===== src/rtl/i2c_master_arbiter_if.sv =====
// ---------------------------------------------------------------------------
// i2c_master_arbiter_if
// Bundles the requester-side and engine-side signals of the I2C master
// arbiter.
//
// Signals:
//   Requester side:
//     req        level request per requester, held until its done pulse
//     req_rw     per requester, 1 = read and 0 = write
//     req_addr   device address byte per requester (slice i = [8i+7:8i])
//     req_offset register offset byte per requester
//     req_wdata  write data byte per requester
//     gnt        one-hot grant
//     done       one-cycle completion pulse
//     rsp_rdata  read byte returned with done
//     rsp_err    completion status: 00 ok, 01 nack, 10 timeout
//   Engine side:
//     m_start    command strobe
//     m_read     read select
//     m_write    write select
//     m_address  device address
//     m_offset   register offset
//     m_wdata    write data
//     m_abort    abort strobe
//     m_busy     engine busy
//     m_done     engine completion pulse
//     m_nack     NACK flag, sampled with m_done
//     m_rdata    read byte, sampled with m_done
//
// Modports:
//   master  the arbiter, which sequences commands into the engine
//   slave   the environment, i.e. the requesters plus the engine
// ---------------------------------------------------------------------------
interface i2c_master_arbiter_if #(
  parameter int NUM_REQ = 4
);
  logic [NUM_REQ-1:0]   req;
  logic [NUM_REQ-1:0]   req_rw;
  logic [8*NUM_REQ-1:0] req_addr;
  logic [8*NUM_REQ-1:0] req_offset;
  logic [8*NUM_REQ-1:0] req_wdata;
  logic [NUM_REQ-1:0]   gnt;
  logic [NUM_REQ-1:0]   done;
  logic [7:0]           rsp_rdata;
  logic [1:0]           rsp_err;
  logic                 m_start;
  logic                 m_read;
  logic                 m_write;
  logic [7:0]           m_address;
  logic [7:0]           m_offset;
  logic [7:0]           m_wdata;
  logic                 m_abort;
  logic                 m_busy;
  logic                 m_done;
  logic                 m_nack;
  logic [7:0]           m_rdata;

  modport master (
    input  req, req_rw, req_addr, req_offset, req_wdata,
    input  m_busy, m_done, m_nack, m_rdata,
    output gnt, done, rsp_rdata, rsp_err,
    output m_start, m_read, m_write, m_address, m_offset, m_wdata, m_abort
  );

  modport slave (
    output req, req_rw, req_addr, req_offset, req_wdata,
    output m_busy, m_done, m_nack, m_rdata,
    input  gnt, done, rsp_rdata, rsp_err,
    input  m_start, m_read, m_write, m_address, m_offset, m_wdata, m_abort
  );
endinterface


===== src/rtl/i2c_master_arbiter.sv =====
// ---------------------------------------------------------------------------
// i2c_master_arbiter
// Round-robin arbiter/sequencer that shares one I2C master engine among
// NUM_REQ requesters. Each requester posts a single-byte read or write.
//
// Operation:
//   - One requester is granted and its command is latched.
//   - The engine receives a start strobe.
//   - The arbiter then waits for the engine's done, or for a watchdog timeout.
//   - The read data and status are returned with a one-cycle done pulse.
//
// Ports:
//   SYSTEM_CLK  system clock; all logic runs on its rising edge
//   RESET       asynchronous, active-high reset
//   bus         i2c_master_arbiter_if.master. It carries the requester
//               req/done handshake and the engine m_* command/response
//               signals.
//
// Parameters:
//   NUM_REQ         number of requesters, 2..8
//   TIMEOUT_CYCLES  number of WAIT cycles before the engine is aborted (>= 2)
// ---------------------------------------------------------------------------
module i2c_master_arbiter #(
  parameter int NUM_REQ        = 4,
  parameter int TIMEOUT_CYCLES = 65535
) (
  input logic                  SYSTEM_CLK,
  input logic                  RESET,
  i2c_master_arbiter_if.master bus
);

  localparam int IDX_W = $clog2(NUM_REQ);
  localparam int CW    = IDX_W + 1;
  localparam int TMR_W = $clog2(TIMEOUT_CYCLES + 1);

  localparam logic [TMR_W-1:0]   TMR_LAST = TMR_W'(TIMEOUT_CYCLES - 1);
  localparam logic [NUM_REQ-1:0] ONE_HOT0 = {{(NUM_REQ-1){1'b0}}, 1'b1};

  typedef enum logic [2:0] {
    ST_IDLE  = 3'd0,
    ST_GRANT = 3'd1,
    ST_ISSUE = 3'd2,
    ST_WAIT  = 3'd3,
    ST_DONE  = 3'd4
  } state_t;

  state_t             state_r;
  logic [IDX_W-1:0]   rr_ptr_r;
  logic [IDX_W-1:0]   gidx_r;
  logic [TMR_W-1:0]   timer_r;
  logic [NUM_REQ-1:0] gnt_r;
  logic [NUM_REQ-1:0] done_r;
  logic [7:0]         rsp_rdata_r;
  logic [1:0]         rsp_err_r;
  logic               m_start_r;
  logic               m_read_r;
  logic               m_write_r;
  logic [7:0]         m_address_r;
  logic [7:0]         m_offset_r;
  logic [7:0]         m_wdata_r;
  logic               m_abort_r;
  logic [IDX_W-1:0]   pick_idx_s;

  // Next round-robin start position: one past the given index, wrapping at NUM_REQ.
  function automatic logic [IDX_W-1:0] wrap_inc(input logic [IDX_W-1:0] idx);
    return (idx == IDX_W'(NUM_REQ - 1)) ? {IDX_W{1'b0}} : idx + IDX_W'(1);
  endfunction

  // Round-robin pick: first set request at or after rr_ptr_r, wrapping around.
  always_comb begin
    logic          found_v;
    logic [CW-1:0] cand_v;
    found_v    = 1'b0;
    cand_v     = {CW{1'b0}};
    pick_idx_s = {IDX_W{1'b0}};
    for (int i = 0; i < NUM_REQ; i++) begin
      cand_v = CW'(rr_ptr_r) + CW'(i);
      cand_v = (cand_v >= CW'(NUM_REQ)) ? (cand_v - CW'(NUM_REQ)) : cand_v;
      if (!found_v && bus.req[cand_v[IDX_W-1:0]]) begin
        found_v    = 1'b1;
        pick_idx_s = cand_v[IDX_W-1:0];
      end else begin
        found_v = found_v;
      end
    end
  end

  // Sequencing FSM; every output toward requesters and engine is a register here.
  always_ff @(posedge SYSTEM_CLK or posedge RESET) begin
    if (RESET) begin
      state_r     <= ST_IDLE;
      rr_ptr_r    <= {IDX_W{1'b0}};
      gidx_r      <= {IDX_W{1'b0}};
      timer_r     <= {TMR_W{1'b0}};
      gnt_r       <= {NUM_REQ{1'b0}};
      done_r      <= {NUM_REQ{1'b0}};
      rsp_rdata_r <= 8'h00;
      rsp_err_r   <= 2'b00;
      m_start_r   <= 1'b0;
      m_read_r    <= 1'b0;
      m_write_r   <= 1'b0;
      m_address_r <= 8'h00;
      m_offset_r  <= 8'h00;
      m_wdata_r   <= 8'h00;
      m_abort_r   <= 1'b0;
    end else begin
      // Strobes are single-cycle unless re-asserted below.
      m_start_r <= 1'b0;
      m_abort_r <= 1'b0;
      case (state_r)
        ST_IDLE: begin
          if (|bus.req) begin
            state_r     <= ST_GRANT;
            gidx_r      <= pick_idx_s;
            gnt_r       <= ONE_HOT0 << pick_idx_s;
            m_read_r    <= bus.req_rw[pick_idx_s];
            m_write_r   <= ~bus.req_rw[pick_idx_s];
            m_address_r <= bus.req_addr[{pick_idx_s, 3'b000} +: 8];
            m_offset_r  <= bus.req_offset[{pick_idx_s, 3'b000} +: 8];
            m_wdata_r   <= bus.req_wdata[{pick_idx_s, 3'b000} +: 8];
          end else begin
            state_r <= ST_IDLE;
          end
        end
        ST_GRANT: begin
          // Hold the command until the engine is free; the strobe goes out in ISSUE.
          if (!bus.m_busy) begin
            state_r   <= ST_ISSUE;
            m_start_r <= 1'b1;
          end else begin
            state_r <= ST_GRANT;
          end
        end
        ST_ISSUE: begin
          timer_r <= {TMR_W{1'b0}};
          state_r <= ST_WAIT;
        end
        ST_WAIT: begin
          // A completion in the terminal-count cycle takes priority over the abort.
          if (bus.m_done) begin
            rsp_rdata_r <= (m_read_r && !bus.m_nack) ? bus.m_rdata : 8'h00;
            rsp_err_r   <= bus.m_nack ? 2'b01 : 2'b00;
            done_r      <= gnt_r;
            state_r     <= ST_DONE;
          end else if (timer_r == TMR_LAST) begin
            m_abort_r   <= 1'b1;
            rsp_rdata_r <= 8'h00;
            rsp_err_r   <= 2'b10;
            done_r      <= gnt_r;
            state_r     <= ST_DONE;
          end else begin
            timer_r <= timer_r + TMR_W'(1);
            state_r <= ST_WAIT;
          end
        end
        ST_DONE: begin
          done_r    <= {NUM_REQ{1'b0}};
          gnt_r     <= {NUM_REQ{1'b0}};
          m_read_r  <= 1'b0;
          m_write_r <= 1'b0;
          rr_ptr_r  <= wrap_inc(gidx_r);
          state_r   <= ST_IDLE;
        end
        default: begin
          done_r    <= {NUM_REQ{1'b0}};
          gnt_r     <= {NUM_REQ{1'b0}};
          m_read_r  <= 1'b0;
          m_write_r <= 1'b0;
          state_r   <= ST_IDLE;
        end
      endcase
    end
  end

  assign bus.gnt       = gnt_r;
  assign bus.done      = done_r;
  assign bus.rsp_rdata = rsp_rdata_r;
  assign bus.rsp_err   = rsp_err_r;
  assign bus.m_start   = m_start_r;
  assign bus.m_read    = m_read_r;
  assign bus.m_write   = m_write_r;
  assign bus.m_address = m_address_r;
  assign bus.m_offset  = m_offset_r;
  assign bus.m_wdata   = m_wdata_r;
  assign bus.m_abort   = m_abort_r;

endmodule


===== src/flat_wrapper.sv =====
// flat-port wrapper written by rule: the top's interface ports become plain ports
module i2c_master_arbiter_flat 
#(
  parameter int NUM_REQ        = 4,
  parameter int TIMEOUT_CYCLES = 65535
)
  (SYSTEM_CLK, RESET, bus_req, bus_req_rw, bus_req_addr, bus_req_offset, bus_req_wdata, bus_m_busy, bus_m_done, bus_m_nack, bus_m_rdata, bus_gnt, bus_done, bus_rsp_rdata, bus_rsp_err, bus_m_start, bus_m_read, bus_m_write, bus_m_address, bus_m_offset, bus_m_wdata, bus_m_abort);
  i2c_master_arbiter_if #(.NUM_REQ(NUM_REQ)) bus_i ();
  input logic SYSTEM_CLK;
  input logic RESET;
  input wire logic [$bits(bus_i.req)-1:0] bus_req;
  input wire logic [$bits(bus_i.req_rw)-1:0] bus_req_rw;
  input wire logic [$bits(bus_i.req_addr)-1:0] bus_req_addr;
  input wire logic [$bits(bus_i.req_offset)-1:0] bus_req_offset;
  input wire logic [$bits(bus_i.req_wdata)-1:0] bus_req_wdata;
  input wire logic [$bits(bus_i.m_busy)-1:0] bus_m_busy;
  input wire logic [$bits(bus_i.m_done)-1:0] bus_m_done;
  input wire logic [$bits(bus_i.m_nack)-1:0] bus_m_nack;
  input wire logic [$bits(bus_i.m_rdata)-1:0] bus_m_rdata;
  output wire logic [$bits(bus_i.gnt)-1:0] bus_gnt;
  output wire logic [$bits(bus_i.done)-1:0] bus_done;
  output wire logic [$bits(bus_i.rsp_rdata)-1:0] bus_rsp_rdata;
  output wire logic [$bits(bus_i.rsp_err)-1:0] bus_rsp_err;
  output wire logic [$bits(bus_i.m_start)-1:0] bus_m_start;
  output wire logic [$bits(bus_i.m_read)-1:0] bus_m_read;
  output wire logic [$bits(bus_i.m_write)-1:0] bus_m_write;
  output wire logic [$bits(bus_i.m_address)-1:0] bus_m_address;
  output wire logic [$bits(bus_i.m_offset)-1:0] bus_m_offset;
  output wire logic [$bits(bus_i.m_wdata)-1:0] bus_m_wdata;
  output wire logic [$bits(bus_i.m_abort)-1:0] bus_m_abort;
  assign bus_i.req = bus_req;
  assign bus_i.req_rw = bus_req_rw;
  assign bus_i.req_addr = bus_req_addr;
  assign bus_i.req_offset = bus_req_offset;
  assign bus_i.req_wdata = bus_req_wdata;
  assign bus_i.m_busy = bus_m_busy;
  assign bus_i.m_done = bus_m_done;
  assign bus_i.m_nack = bus_m_nack;
  assign bus_i.m_rdata = bus_m_rdata;
  assign bus_gnt = bus_i.gnt;
  assign bus_done = bus_i.done;
  assign bus_rsp_rdata = bus_i.rsp_rdata;
  assign bus_rsp_err = bus_i.rsp_err;
  assign bus_m_start = bus_i.m_start;
  assign bus_m_read = bus_i.m_read;
  assign bus_m_write = bus_i.m_write;
  assign bus_m_address = bus_i.m_address;
  assign bus_m_offset = bus_i.m_offset;
  assign bus_m_wdata = bus_i.m_wdata;
  assign bus_m_abort = bus_i.m_abort;
  i2c_master_arbiter #(.NUM_REQ(NUM_REQ), .TIMEOUT_CYCLES(TIMEOUT_CYCLES)) u_core (.SYSTEM_CLK(SYSTEM_CLK), .RESET(RESET), .bus(bus_i));
endmodule

===== config.mk =====
export PLATFORM = sky130hd
export DESIGN_NAME = i2c_master_arbiter_flat
export DESIGN_NICKNAME = d
export VERILOG_FILES = /design/src/rtl/i2c_master_arbiter_if.sv /design/src/rtl/i2c_master_arbiter.sv /design/src/flat_wrapper.sv
export SDC_FILE = /design/constraint.sdc
export NUM_CORES = 1
export LEC_CHECK = 0
export BUFFER_PORTS_ARGS = -buffer_cell sky130_fd_sc_hd__buf_2
export CORE_MARGIN = 2
export CORE_UTILIZATION = 43
export DETAILED_ROUTE_END_ITERATION = 10
export PLACE_DENSITY = 0.85
export SKIP_CTS_REPAIR_TIMING = 1
export SYNTH_ARGS = -nofsm -noshare
export SYNTH_HDL_FRONTEND = slang
export SYNTH_SLANG_ARGS = --single-unit

===== constraint.sdc =====
create_clock -name SYSTEM_CLK -period 1.8 [get_ports SYSTEM_CLK]
set_input_delay 0.09 -clock SYSTEM_CLK [delete_from_list [all_inputs] [get_ports SYSTEM_CLK]]
set_output_delay 0.09 -clock SYSTEM_CLK [all_outputs]
set_load 0.02 [all_outputs]

==> results of run 1 <==
## worst max-delay path by stage
stage                              startpoint                             endpoint  slack (ns)  depth (start not counted)
2_1_floorplan   u_core.timer_r[0]$_DFFE_PP0P_       u_core.timer_r[12]$_DFFE_PP0P_        0.07                          7
3_3_place_gp   u_core.rr_ptr_r[1]$_DFFE_PP0N_  u_core.bus.m_address[2]$_DFFE_PP0P_        0.09                          7
3_5_place_dp   u_core.rr_ptr_r[1]$_DFFE_PP0N_       u_core.bus.m_write$_DFFE_PP0P_       -0.07                          6
4_1_cts        u_core.rr_ptr_r[1]$_DFFE_PP0N_       u_core.bus.m_write$_DFFE_PP0P_       -0.10                          6
5_1_grt        u_core.rr_ptr_r[1]$_DFFE_PP0N_   u_core.bus.m_offset[1]$_DFFE_PP0P_       -0.02                          7
6_report       u_core.rr_ptr_r[1]$_DFFE_PP0N_   u_core.bus.m_offset[4]$_DFFE_PP0P_        0.04                          7
## cells by family (layout without fill, tap and decap cells)
family | count (synthesis) | count (layout) | share of synthesized area, %
xor gates and xnor gates | 9 | 9 | 2.07
buffers and inverters | 36 | 231 | 4.86
AOI/OAI and AO/OA | 119 | 119 | 21.1
muxes | 10 | 10 | 2.66
adders and majority gates | 3 | 3 | 0.985
and+or+nand+nor | 184 | 184 | 23.0
DFF | 69 | 69 | 45.3
## final cells by class
type | instances | area [um2] | share of cell area [%]
Clock buffer | 13 | 169 | 3.15
Tap cell | 108 | 135 | 2.52
Inverter | 8 | 33.8 | 0.629
Multi-Input combinational cell | 325 | 2000 | 37.3
Sequential cell | 69 | 1730 | 32.2
Clock inverter | 3 | 42.5 | 0.792
Timing Repair Buffer | 207 | 1260 | 23.4
## metrics by stage
step                utilization, %  cell area [um2]  cells
CTS                           59.3             5150    721
floorplan                        -             3820    430
global placement              56.9             4930    705
global route                  61.9             5370    733
detailed placement            56.9             4930    705
finish                        61.9             5370    733
## power by group through the flow
| stage | combinational (W) | sequential [W] | clock, W |
|---|---|---|---|
| 2_1_floorplan | 0.00198 | 0.00301 | 0 |
| 3_3_place_gp | 0.00376 | 0.00250 | 0 |
| 3_5_place_dp | 0.00390 | 0.00253 | 0 |
| 4_1_cts | 0.00391 | 0.00250 | 0.00137 |
| 5_1_grt | 0.00442 | 0.00259 | 0.00142 |
| 6_report | 0.00407 | 0.00251 | 0.00133 |
## state kept, by name, summed over array words and instances (netlist names), 2 cells and up
signal	flops
u_core.rr_ptr_r	2
u_core.timer_r	16
u_core.gidx_r	2
u_core.bus.gnt	4
u_core.state_r	3
u_core.bus.m_offset	8
u_core.bus.rsp_err	2
u_core.bus.rsp_rdata	8
u_core.bus.m_wdata	8
u_core.bus.m_address	8
u_core.bus.done	4
## metal layers
layer  routed length (um)  vias to the layer above  global-route usage, %  share of wire [%]
li1                     -                     1894                      -                  -
met1                 4730                     1936                   30.0                 42
met2                 5570                      128                   34.7                 50
met3                  551                       33                   4.08                4.9
met4                  333                        2                   9.38                3.0
met5                   11                        -                      0              0.098
## layout by cell type, fill, tap and decap left out, types with 3 or more instances in the layout
| master | synthesis | layout |
|---|---|---|
| buf_2 | 13 | 162 |
| nand2_1 | 115 | 114 |
| dfrtp_1 | 69 | 67 |
| a21oi_1 | 58 | 49 |
| buf_4 | 1 | 28 |
| a211o_1 | 24 | 24 |
| nor2_1 | 15 | 14 |
| nand2b_1 | 12 | 12 |
| clkbuf_8 | 0 | 12 |
| dlygate4sd3_1 | 0 | 10 |
| a22o_1 | 9 | 9 |
| a21oi_2 | 0 | 9 |
| xnor2_1 | 9 | 9 |
| mux2i_1 | 9 | 8 |
| inv_1 | 7 | 6 |
| a211oi_1 | 8 | 6 |
| nand3_1 | 5 | 5 |
| buf_12 | 0 | 5 |
| o21ai_0 | 4 | 4 |
| nor2b_1 | 3 | 3 |
| nand4b_1 | 3 | 3 |
| or3_1 | 3 | 3 |
| nand3b_1 | 3 | 3 |
| ha_1 | 3 | 3 |
==> flow_metrics.tcl, run 1 <==
set metrics [dict create \
    netlist_top_cells_count "115 x nand2_1, 69 x dfrtp_1, 58 x a21oi_1" \
    synth_cell_types 56 \
    report.final.setup_viol 0 \
    cp.arrival_ns 2.05 \
    first_global_vias 3640 \
    cap_violations 0 \
    final_min_period_over_clock_period_pct 97.8 \
    nFillCells 738 \
    crit_buf_inv 2 \
    critPathTopFamily "simple AND/OR/NAND/NOR gates" \
    detail-route-antenna-nets 0 \
    syn-instance-count 430 \
    setup-tns-final_ns 0 \
    pwr-share-comb_pct 51.4 \
    pwr-share-seq_pct 31.8 \
    post_synthesis_net_count 550 \
    power_report.internal_total_w 0.00461 \
    yosysMostFrequentCell "nand2_1" \
    timing.critical_path.cells "or3b_4 > buf_4 > o221ai_4 > buf_12 > nand2_1 > a21oi_1 > a211o_1" \
    clock_insertion_delay_worst_skew_ns 0.34 \
    cts_root_buf "clkbuf_8" \
    p_clk_share_pct 16.8 \
    antenna_cells 0 \
    postSynth.topFlopCell "dfrtp_1" \
    largest_stage_delay_worst_path_ns 0.44 \
    fp.dieW_um 98.2 \
    period_needed_ns 1.76 \
    final_net_count 740 \
    synth-edff-count 0 \
    slew-limit-headroom_pct 59.9 \
    hold_path.class "input port to flip-flop" \
    run_status "completed" \
    setup_repair_after_global_routing_missed_its_margin "true" \
    starting_density_of_the_core_pct 43.9 \
    hp-start "bus_m_nack" \
    mean_cell_area_of_the_mapped_netlist_um2 8.87 \
    row_count 34 \
    max_clock_freq_ghz 0.568 \
    final_max_slew_viol_count 0 \
    antenna_violations_before_repair 1 \
    synth.cell_area_um2 3810 \
    regToRegSetupSlack_ns 0.04 \
    clkTransAtPathRegs_ns 0.07 \
    min_delay_path_depth 2 \
    port_buffers 162 \
    place.gp.congestion 0.964 \
    gr-total-overflow 0 \
    place_worst_setup_slack_ns -0.0710 \
    cts_buffers 9 \
    synth_top_area_share_pct 45.3 \
    ys_warn_count 0 \
    reg2reg_from "u_core.rr_ptr_r[1]$_DFFE_PP0N_" \
    place_hpwl_um 8150 \
    report.final.hold_viol_count 0 \
    seq_area_frac_synth_pct 45.3 \
    grt_util_all_layers_pct 22.0 \
    cellPowerDensity_nw_per_um2 1470 \
    drt-initial-drc-count 202 \
    critical_path.max_fanout 18 \
    detailroute.via_count 3993 \
    wire_per_inst_um 15.3 \
    cts_htree_levels 3 \
    min_delay_worst_endpoint "u_core.bus.rsp_err[0]$_DFFE_PP0P_" \
    ir_drop_uv 723 \
    yosys_register_bits 69 \
    net_sw_power_w 0.00330 \
    min_setup_slack_post_route_ns 0.0404 \
    drive_above_1_share_pct 39.2 \
    detail_route.vias_per_cell 5.45 \
    worstPathRequired_ns 2.09 \
    worst-setup-path-type "flip-flop to flip-flop" \
    startpoint_type "flip-flop" \
    critical-path-slowest-cell "dfrtp_2" \
    worst_setup_path_end_kind "flip-flop" \
    maximum_root_to_sink_buffer_count 2 \
    power.leakage_nw 2.79 \
    synth_area_leaders "dfrtp_1 45%, nand2_1 11%, a21oi_1 7.6%, a211o_1 5.5%, mux2i_1 2.4%" \
    chipHeight_um 98.2 \
    whs_ns 0.0238 \
    total_routed_wirelength_um 11200 \
    regToRegEndpoint "u_core.bus.m_offset[4]$_DFFE_PP0P_" \
    grt_max_degree 44 \
    p_total_w 0.00791 \
    core_area_um2 8680 \
    asyncSetResetFlopFracSynth_pct 100 \
    drc_errors 0 \
    fp.dieArea_um2 9640 \
    tightest_slew_ns 0.599 \
    area_delta_synth_final_pct 40.9 \
    fin_skew_ns 0.00872 \
    grt_pass1_wl_um 17400 \
    tritoncts_num_sinks 69 \
    worstRegToRegCells 7 \
    switching_share_pct 41.7 \
    drt-pass1-iter-count 7 \
    tritoncts "built" \
    synth_top_cell_by_area "dfrtp_1" \
    design.portCount 163 \
]
No activity file was read; power rests on OpenSTA's default activity.
==> inputs of run 2 (changes only) <==
--- a/config.mk
+++ b/config.mk
@@ -5,11 +5,13 @@
 export SDC_FILE = /design/constraint.sdc
 export NUM_CORES = 1
 export LEC_CHECK = 0
+export ABC_AREA = 1
 export BUFFER_PORTS_ARGS = -buffer_cell sky130_fd_sc_hd__buf_2
 export CORE_MARGIN = 2
-export CORE_UTILIZATION = 43
+export CORE_UTILIZATION = 45
 export DETAILED_ROUTE_END_ITERATION = 10
-export PLACE_DENSITY = 0.85
+export PLACE_DENSITY = 0.78
+export REMOVE_ABC_BUFFERS = 1
 export SKIP_CTS_REPAIR_TIMING = 1
 export SYNTH_ARGS = -nofsm -noshare
 export SYNTH_HDL_FRONTEND = slang
==> flow_metrics.tcl, run 2 <==
set metrics [dict create \
    run_status "finished with violations" \
    failed_checks "setup timing" \
    synth_top_cell_by_area "dfrtp_1" \
    syn-instance-count 635 \
    setup_repair_after_global_routing_missed_its_margin "true" \
    clock_insertion_delay_worst_skew_ns 0.34 \
    hp-start "bus_m_rdata[0]" \
    worstPathRequired_ns 2.08 \
    chipHeight_um 101 \
    cap_violations 0 \
    tightest_slew_ns 0.774 \
    clkTransAtPathRegs_ns 0.08 \
    commonest_cells_after_routing_fill_and_taps_aside "271 x nand2_1, 162 x buf_2, 67 x dfrtp_1, 56 x nand3_1, 43 x nand2_2" \
    wire_per_inst_um 15.4 \
    row_count 35 \
    max_clock_freq_ghz 0.490 \
    place_worst_setup_slack_ns -0.231 \
    fin_skew_ns 0.00822 \
    min_delay_path_depth 3 \
    yosysMostFrequentCell "nand2_1" \
    postSynth.topFlopCell "dfrtp_1" \
    detail_route.vias_per_cell 5.31 \
    place.gp.congestion 0.836 \
    cts_buffers 9 \
    place_hpwl_um 8850 \
    cts_root_buf "clkbuf_8" \
    slew-limit-headroom_pct 47.7 \
    final_net_count 964 \
    asyncSetResetFlopFracSynth_pct 100 \
    drc_errors 0 \
    cp.arrival_ns 2.32 \
    largest-register "u_core.timer_r" \
    fp.dieW_um 101 \
    cts_htree_levels 3 \
    tritoncts_num_sinks 69 \
    ys_warn_count 0 \
    gr-total-overflow 0 \
    worst_setup_path_end_kind "flip-flop" \
    area_delta_synth_final_pct 50.2 \
    regToRegSetupSlack_ns -0.24 \
    mean_cell_area_of_the_mapped_netlist_um2 6.71 \
    synth-edff-count 0 \
    design.portCount 163 \
    min_setup_slack_post_route_ns -0.242 \
    flip_flop_count_of_the_largest_register_after_layout 16 \
    antenna_cells 0 \
    critical_path.max_fanout 8 \
    period_needed_ns 2.04 \
    yosys_register_bits 69 \
    cellPowerDensity_nw_per_um2 2090 \
    grt_util_all_layers_pct 24.1 \
    drive_above_1_share_pct 38.8 \
    ir_drop_uv 1260 \
    report.final.hold_viol_count 0 \
    detail-route-antenna-nets 0 \
    synth_cell_types 34 \
    grt_max_degree 70 \
    port_buffers 162 \
    worstRegToRegCells 16 \
    first_global_vias 4391 \
    layout_commonest_cell "nand2_1" \
    fp.dieArea_um2 10300 \
    synth_area_leaders "dfrtp_1 41%, nand2_1 28%, nand3_1 7.9%, inv_1 3.6%, o21ai_0 2.9%" \
    min_delay_worst_endpoint "u_core.bus.rsp_rdata[0]$_DFFE_PP0P_" \
    power.leakage_nw 3.58 \
    antenna_violations_before_repair 0 \
    reg2reg_from "u_core.rr_ptr_r[0]$_DFFE_PP0N_" \
    drt-pass1-iter-count 5 \
    core_area_um2 9200 \
    worst-setup-path-type "flip-flop to flip-flop" \
    synth_top_area_share_pct 40.6 \
    placedInstanceArea_um2 5360 \
    regToRegEndpoint "u_core.bus.m_offset[6]$_DFFE_PP0P_" \
    detailroute.via_count 5094 \
    startpoint_type "flip-flop" \
    total_routed_wirelength_um 14800 \
    final_max_slew_viol_count 0 \
    report.final.setup_viol 37 \
    hold_path.class "input port to flip-flop" \
    synth.cell_area_um2 4260 \
    grt_pass1_wl_um 19900 \
    netlist_top_cells_count "320 x nand2_1, 69 x dfrtp_1, 67 x nand3_1" \
    drt-initial-drc-count 281 \
    maximum_root_to_sink_buffer_count 2 \
    stdcell_area_um2 6400 \
    starting_density_of_the_core_pct 46.3 \
    tritoncts "built" \
    final_min_period_over_clock_period_pct 113 \
    seq_area_frac_synth_pct 40.6 \
]
-- run 2: cell count changes in the layout (fill, tap and decap cells not counted), moves of 10 or more --
cell      delta
nand2_2     +42
inv_1       +31
a21oi_1     -42
o21ai_0     +10
nand2_1    +157
nand3_1     +51
a211o_1     -24
nand2b_1    -12
nand3_2     +11
-- run 2: final cells by class --
cell class / instances / area [um2]
fillers: 720 / 2800
multi-input cells: 492 / 2540
flip-flops and latches: 69 / 1730
repair buffers: 225 / 1570
inverters: 46 / 191
clock buffers: 11 / 141
well taps: 111 / 139
clock inverters: 5 / 83.8
repair inverters: 1 / 7.51
-- run 2: kinds of logic after synthesis --
kind of cell    share of synthesized area, %
simple gates                            42.6
buf+inv                                 8.23
flops                                   40.6
compound gates                          6.73
xor+xnor                                1.03
fa+ha+maj                              0.882
-- run 2: critical path, stage by stage, from the launching register on --
cell and delay, ns:
dfrtp_2 0.48, buf_6 0.16, nand2_2 0.06, nand2_2 0.07, nand2_2 0.10, nand2_4 0.07, nor2_4 0.14, nand4_4 0.13
buf_12 0.16, nand2_8 0.10, clkbuf_16 0.18, nand2_2 0.04, nand2_1 0.05, nand2_1 0.05, nand2_1 0.07, nand2_1 0.04
nand2_1 0.07
-- run 2: worst max-delay path by stage --
stage	start	to	slack, ns	cells after the start
global route	u_core.rr_ptr_r[0]$_DFFE_PP0N_	u_core.bus.m_wdata[0]$_DFFE_PP0P_	-0.36	15
detailed placement	u_core.rr_ptr_r[0]$_DFFE_PP0N_	u_core.bus.m_write$_DFFE_PP0P_	-0.23	13
global placement	u_core.rr_ptr_r[0]$_DFFE_PP0N_	u_core.bus.m_read$_DFFE_PP0P_	-0.10	12
finish	u_core.rr_ptr_r[0]$_DFFE_PP0N_	u_core.bus.m_offset[6]$_DFFE_PP0P_	-0.24	16
floorplan	u_core.rr_ptr_r[0]$_DFFE_PP0N_	u_core.bus.m_write$_DFFE_PP0P_	-0.62	14
CTS	u_core.rr_ptr_r[0]$_DFFE_PP0N_	u_core.bus.m_write$_DFFE_PP0P_	-0.25	13
-- run 2: metal layers --
| metal | share of wire, % | track usage, % | vias to the layer above |
|---|---|---|---|
| met4 | 2.9 | 7.80 | 0 |
| met3 | 7.4 | 6.00 | 40 |
| met1 | 39 | 29.6 | 2393 |
| met2 | 50 | 41.5 | 236 |
| met5 | 0 | 0 | - |
| li1 | - | - | 2425 |
-- run 2: where the power goes --
group | switching (W) | internal, W | leakage (nW)
clock network | 0.000632 | 0.000822 | 0.106
registers | 0.000389 | 0.00211 | 0.903
logic | 0.00565 | 0.00380 | 2.57
total | 0.00667 | 0.00673 | 3.58
-- run 2: per-stage QoR --
step	TNS (ns)	hold slack [ns]	utilization, %	power, W	cells
finish	-6.75	0.000915	69.6	0.0134	960
CTS	-6.73	-0.178	60.8	0.0109	929
global route	-12.46	0.0118	69.6	0.0144	960
floorplan	-20.61	0.156	-	0.00689	606
global placement	-1.73	0.192	58.3	0.00922	913
detailed placement	-5.76	0.199	58.3	0.00941	913
